File: config.mk
export PLATFORM = sky130hd
export DESIGN_NAME = port_writer_flat
export DESIGN_NICKNAME = d
export VERILOG_FILES = /design/src/rtl/disp_reg_pkg.sv /design/src/rtl/port_writer_if.sv /design/src/rtl/port_writer.sv /design/src/flat_wrapper.sv
export SDC_FILE = /design/constraint.sdc
export NUM_CORES = 1
export LEC_CHECK = 0
export BUFFER_PORTS_ARGS = -buffer_cell sky130_fd_sc_hd__clkbuf_2
export CAP_MARGIN = 20
export CORE_MARGIN = 2
export CORE_UTILIZATION = 50
export DETAILED_ROUTE_END_ITERATION = 12
export PLACE_DENSITY = 0.76
export SYNTH_ARGS = -nofsm -noshare
export SYNTH_HDL_FRONTEND = slang
export SYNTH_SLANG_ARGS = --single-unit
export TNS_END_PERCENT = 20
File: constraint.sdc
create_clock -name clk -period 2.2 [get_ports clk]
set_input_delay 0.22 -clock clk [delete_from_list [all_inputs] [get_ports clk]]
set_output_delay 0.22 -clock clk [all_outputs]
set_load 0.005 [all_outputs]
File: src/rtl/disp_reg_pkg.sv
// Shared definitions for the micro register port: register addresses, the
// port_writer state encoding and a priority helper used to walk the field mask.
package disp_reg_pkg;

  localparam logic [2:0] ADDR_SPEED     = 3'd0;
  localparam logic [2:0] ADDR_READY     = 3'd1;
  localparam logic [2:0] ADDR_CAR_BATT  = 3'd2;
  localparam logic [2:0] ADDR_DISP_BATT = 3'd3;
  localparam logic [2:0] ADDR_GPS       = 3'd4;
  localparam logic [2:0] ADDR_ERR       = 3'd5;

  localparam int NUM_REGS = 6;

  typedef enum logic [2:0] {IDLE, SETUP, STROBE, HOLD, DONE} pw_state_t;

  // Index of the lowest set bit; 0 when the mask is empty.
  function automatic logic [2:0] lowest_set(input logic [NUM_REGS-1:0] m);
    lowest_set = 3'd0;
    for (int i = NUM_REGS - 1; i >= 0; i--)
      if (m[i]) lowest_set = 3'(i);
  endfunction

endpackage

File: src/rtl/port_writer_if.sv
// Micro register port bus: 8-bit data, 3-bit address and write strobe.
interface port_writer_if;
  logic [7:0] port_out;
  logic [2:0] addr;
  logic       write;

  modport master (output port_out, addr, write);
  modport slave  (input  port_out, addr, write);
endinterface

File: src/rtl/port_writer.sv
// Snapshots a telemetry record on start and issues one setup/strobe/hold
// write per enabled field, in ascending address order.
module port_writer
  import disp_reg_pkg::*;
#(
  parameter int SETUP_CYCLES  = 1,
  parameter int STROBE_CYCLES = 2,
  parameter int HOLD_CYCLES   = 1
) (
  input  logic                clk,
  input  logic                rst_n,
  input  logic                start,
  input  logic [NUM_REGS-1:0] field_mask,
  input  logic [7:0]          speed,
  input  logic                ready_to_drive,
  input  logic [7:0]          car_battery,
  input  logic [7:0]          disp_battery,
  input  logic [7:0]          gps_status,
  input  logic [7:0]          err_code,
  port_writer_if.master       bus,
  output logic                busy,
  output logic                done
);

  localparam int MAX_SW = (SETUP_CYCLES > STROBE_CYCLES) ? SETUP_CYCLES : STROBE_CYCLES;
  localparam int MAXC   = (MAX_SW > HOLD_CYCLES) ? MAX_SW : HOLD_CYCLES;
  localparam int CW     = $clog2(MAXC + 1);

  typedef logic [CW-1:0] cnt_t;

  pw_state_t                    state, state_nx;
  cnt_t                         cnt, cnt_ld;
  logic                         cnt_zero;
  logic [NUM_REGS-1:0][7:0]     fields, snap;
  logic [NUM_REGS-1:0]          mask_q, mask_rem, cur_bit;
  logic [2:0]                   addr_q, first_idx, next_idx;
  logic [7:0]                   data_q;
  logic                         wr;

  assign fields[ADDR_SPEED]     = speed;
  assign fields[ADDR_READY]     = {7'd0, ready_to_drive};
  assign fields[ADDR_CAR_BATT]  = car_battery;
  assign fields[ADDR_DISP_BATT] = disp_battery;
  assign fields[ADDR_GPS]       = gps_status;
  assign fields[ADDR_ERR]       = err_code;

  assign cnt_zero  = (cnt == '0);
  assign cur_bit   = {{(NUM_REGS-1){1'b0}}, 1'b1} << addr_q;
  assign mask_rem  = mask_q & ~cur_bit;
  assign first_idx = lowest_set(field_mask);
  assign next_idx  = lowest_set(mask_rem);

  // State register
  always_ff @(posedge clk or negedge rst_n) begin
    if (!rst_n) state <= IDLE;
    else        state <= state_nx;
  end

  // Next-state logic
  always_comb begin
    state_nx = state;
    case (state)
      IDLE:    if (start) state_nx = (field_mask != '0) ? SETUP : DONE;
      SETUP:   if (cnt_zero) state_nx = STROBE;
      STROBE:  if (cnt_zero) state_nx = HOLD;
      HOLD:    if (cnt_zero) state_nx = (mask_rem != '0) ? SETUP : DONE;
      DONE:    state_nx = IDLE;
      default: state_nx = IDLE;
    endcase
  end

  // Outputs
  always_comb begin
    wr   = 1'b0;
    busy = 1'b0;
    done = 1'b0;
    case (state)
      SETUP:   busy = 1'b1;
      STROBE:  begin busy = 1'b1; wr = 1'b1; end
      HOLD:    busy = 1'b1;
      DONE:    done = 1'b1;
      default: ;
    endcase
  end

  // Counter reloads with (duration-1) on every state entry, so the state
  // lasts exactly its duration and exits when the count reaches zero.
  always_comb begin
    cnt_ld = '0;
    case (state_nx)
      SETUP:   cnt_ld = cnt_t'(SETUP_CYCLES - 1);
      STROBE:  cnt_ld = cnt_t'(STROBE_CYCLES - 1);
      HOLD:    cnt_ld = cnt_t'(HOLD_CYCLES - 1);
      default: cnt_ld = '0;
    endcase
  end

  always_ff @(posedge clk or negedge rst_n) begin
    if (!rst_n)                 cnt <= '0;
    else if (state_nx != state) cnt <= cnt_ld;
    else if (!cnt_zero)         cnt <= cnt - cnt_t'(1);
  end

  // Snapshot and bus datapath; addr/data only move on accept or HOLD->SETUP.
  always_ff @(posedge clk or negedge rst_n) begin
    if (!rst_n) begin
      snap   <= '0;
      mask_q <= '0;
      addr_q <= '0;
      data_q <= '0;
    end else if (state == IDLE && start) begin
      snap   <= fields;
      mask_q <= field_mask;
      if (field_mask != '0) begin
        addr_q <= first_idx;
        data_q <= fields[first_idx];
      end
    end else if (state == HOLD && cnt_zero) begin
      mask_q <= mask_rem;
      if (mask_rem != '0) begin
        addr_q <= next_idx;
        data_q <= snap[next_idx];
      end
    end
  end

  assign bus.port_out = data_q;
  assign bus.addr     = addr_q;
  assign bus.write    = wr;

endmodule

File: src/flat_wrapper.sv
// flat-port wrapper written by rule: the top's interface ports become plain ports
module port_writer_flat import disp_reg_pkg::*;
#(
  parameter int SETUP_CYCLES  = 1,
  parameter int STROBE_CYCLES = 2,
  parameter int HOLD_CYCLES   = 1
)
  (clk, rst_n, start, field_mask, speed, ready_to_drive, car_battery, disp_battery, gps_status, err_code, busy, done, bus_port_out, bus_addr, bus_write);
  port_writer_if bus_i ();
  input  logic clk;
  input  logic rst_n;
  input  logic start;
  input  logic [NUM_REGS-1:0] field_mask;
  input  logic [7:0] speed;
  input  logic ready_to_drive;
  input  logic [7:0] car_battery;
  input  logic [7:0] disp_battery;
  input  logic [7:0] gps_status;
  input  logic [7:0] err_code;
  output logic busy;
  output logic done;
  output wire logic [$bits(bus_i.port_out)-1:0] bus_port_out;
  output wire logic [$bits(bus_i.addr)-1:0] bus_addr;
  output wire logic [$bits(bus_i.write)-1:0] bus_write;
  assign bus_port_out = bus_i.port_out;
  assign bus_addr = bus_i.addr;
  assign bus_write = bus_i.write;
  port_writer #(.SETUP_CYCLES(SETUP_CYCLES), .STROBE_CYCLES(STROBE_CYCLES), .HOLD_CYCLES(HOLD_CYCLES)) u_core (.clk(clk), .rst_n(rst_n), .start(start), .field_mask(field_mask), .speed(speed), .ready_to_drive(ready_to_drive), .car_battery(car_battery), .disp_battery(disp_battery), .gps_status(gps_status), .err_code(err_code), .bus(bus_i), .busy(busy), .done(done));
endmodule
==> metrics.cfg <==
[floorplanning]
start_util = 0.5161
dieArea_um2 = 7658
die-height_um = 87.51
rows = 30
coreArea_um2 = 6756
num_io_pins = 64
die_x_um = 87.51

[setup_path]
path_cells = nor2_4 -> mux2_4 -> a221oi_4 -> buf_4 -> mux2i_1 -> o22ai_1 -> o221a_1
crit_required_ps = 2460
end_kind = register
critPathArrivalTime_ps = 2400
crit_slowest_cell = dfrtp_2
critPathMaxStageDelay_ps = 480
worst_setup_path_start_kind = register
crit_type = register to register
worst-path-max-fanout = 9

[timing]
period_minus_slack_ps = 2142
fmax_mhz = 467.0
fin_crit_sh = 0.9734
worst_pin_slew_ps = 821.7
setup_ws_ps = 58.45
hold_viol = 0
slew_violations = 0
finalSetupViolations = 0
rsz0062_at_grt = yes
skew_ps = 19.38
relSlewSlack = 0.4522

[grt]
grt_pass1_wl_um = 15330
overflow = 0
grt_max_degree = 55
grt_pass1_vias = 3193
grt_usage = 0.2634
antenna_found_initial = 0

[place]
place_hpwl_um = 6662
portBuffers = 63
placed_cells = 545
gp_congestion = 0.8786
dp_slack_ps = -4.172

[synth]
ys_top_cells_by_count = nand2_1, dfrtp_1, nor2_1
seq_area_frac_synth = 0.4521
ys_async_sr_fraction = 1.000
synth_top_flop_cell = dfrtp_1
synth_most_common_cell = nand2_1
synth_edf_count = 0
synth_top_area_frac = 0.4521
syn_area_um2 = 3487
synth_area_leaders = dfrtp_1, nand2_1, mux2i_1, nor2_1, o221a_1
syn-instance-count = 397
syn_nets = 448
syn_area_per_cell_um2 = 8.784
yosys.area.top_type = dfrtp_1
ys_seq_elements = 63
ys_warn_count = 0
ys_types = 52

[drt]
drt-initial-drc-count = 249
viasPerCell = 5.863
drcViolationCount = 0
drt-pass1-iter-count = 5
finalWirelength_um = 9553
final_antenna_net_count = 0
routedWlPerCell_um = 17.00
vias = 3295

[layout]
num_antenna_cells = 0
fill_cells = 573
fin_nets = 528
syn_to_final_growth_pct = 24.18
drive_above_1_share = 0.2531
finalNonFillerCells = 562

[power_and_ir_drop]
vdd_drop_max_mv = 0.7175
leakage_nw = 2.204
p_per_area_nw_per_um2 = 1556

[run]
drv_cap = 0

[clocking]
clock_sinks = 63
clk_pin_slew_worst_paths_ps = 90
cts_max_path_buffers = 2
cts_tree = built
clk_latency_ps = 360
cts_inserted_buffers = 9
clk_root_buffer_cell = clkbuf_8
htree_num_levels = 3

[worst_hold_path]
hold_path.class = input pin to register

[run_status]
outcome = finished, final reports clean

[power breakdown]
group,switching [W],internal [W],total (W)
logic,0.00172,0.00150,0.00322
registers,0.000441,0.00172,0.00216
clock network,0.000495,0.000870,0.00137
total,0.00266,0.00408,0.00674
[critical path, delay by kind of cell, from the launching register on]
kind | cells | cell delay [ps]
AO/OA/AOI/OAI | 3 | 630
buffers and inverters | 1 | 240
flip-flops | 1 | 480
multiplexers | 2 | 520
AND/OR/NAND/NOR | 1 | 170
[layer usage]
layer  up-vias  global-route usage  wire [µm]
met5         -                   0          0
met4         0              0.1329        248
met1      1580              0.3503       4205
met3        26             0.04834        632
met2       141              0.4132       4466
li1       1548                   -          -
[sequential cells by signal, indices dropped and copies added, names as in the netlist]
| register | count |
|---|---|
| u_core.bus.addr | 3 |
| u_core.mask_q | 6 |
| u_core.bus.port_out | 8 |
| u_core.snap | 41 |
| u_core.cnt | 2 |
| u_core.state | 3 |
[cell families after synthesis]
logic type | Yosys count | synth area share
and+or+nand+nor | 188 | 0.2239
AOI/OAI and AO/OA | 88 | 0.2024
DFF | 63 | 0.4521
buffers and inverters | 31 | 0.04019
muxes | 25 | 0.07535
xor gates and xnor gates | 1 | 0.002512
adders and majority gates | 1 | 0.003588
[worst paths after layout]
| check | start | to | slack, ps | cells past startpoint |
|---|---|---|---|---|
| max in group asynchronous | rst_n | u_core.snap[8] | 1050 | 3 |
| min in group asynchronous | rst_n | u_core.state[2] | 490 | 2 |
| min reg2reg | u_core.snap[41] | u_core.snap[41] | 480 | 2 |
| min | err_code[6] | u_core.snap[46] | 60 | 3 |
| max reg2reg | u_core.bus.addr[1] | u_core.bus.port_out[6] | 60 | 7 |
| max | u_core.bus.addr[1] | u_core.bus.port_out[6] | 60 | 7 |
[area by class of cell]
| cell class | instances | area [µm²] | area share |
|---|---|---|---|
| clock inverters | 7 | 145.1 | 0.03352 |
| flip-flops and latches | 63 | 1579 | 0.3646 |
| multi-input cells | 303 | 1792 | 0.4138 |
| well taps | 80 | 100.1 | 0.02311 |
| inverters | 8 | 30.03 | 0.006934 |
| repair buffers | 92 | 560.5 | 0.1294 |
| clock buffers | 9 | 123.9 | 0.02860 |
[metrics by stage]
stage                       util  instance area, µm²  setup TNS [ps]  hold WS (ps)  total power [W]
after floorplan                -                3493               0        -75.59         0.004254
after global placement    0.5980                4040               0         347.4         0.005200
after detailed placement  0.5980                4040          -5.069         348.1         0.005328
after CTS                 0.6394                4320               0         52.26         0.006714
after global routing      0.6409                4330          -84.61         82.75         0.007191
final                     0.6409                4330               0         58.51         0.006739
[repair_timing]
item,4_1_cts,5_1_grt
setup buffers,0,0
hold buffers,1,0
endpoints found under the setup margin,5,9
gates resized for setup,1,2
hold endpoints to repair,28,0
pin swaps,0,0
[layout by cell type, fill, tap and decap left out, types with 2 or more instances in the layout]
cell type  count
o221a_1        8
clkinv_4       2
mux2i_1       21
o21ai_0       10
a22o_1         4
dfrtp_1       61
nand2_1      129
bufinv_16      4
a31oi_1        4
o22ai_1        9
a2bb2oi_1      2
a22oi_1        7
buf_4         26
a221oi_1       7
dfrtp_2        2
inv_1          8
a21o_1         7
nor2_1        30
clkbuf_2      63
buf_12         2
a211o_1        7
clkbuf_8       9
and2_1         3
a221oi_2       2
a211oi_1       2
nand3_1        7
mux2_4         2
nor3_1         2
o21ai_1        3
nor2b_1        3
a21oi_1        8
nand2b_1       2
(Power assumes the default switching activity.)
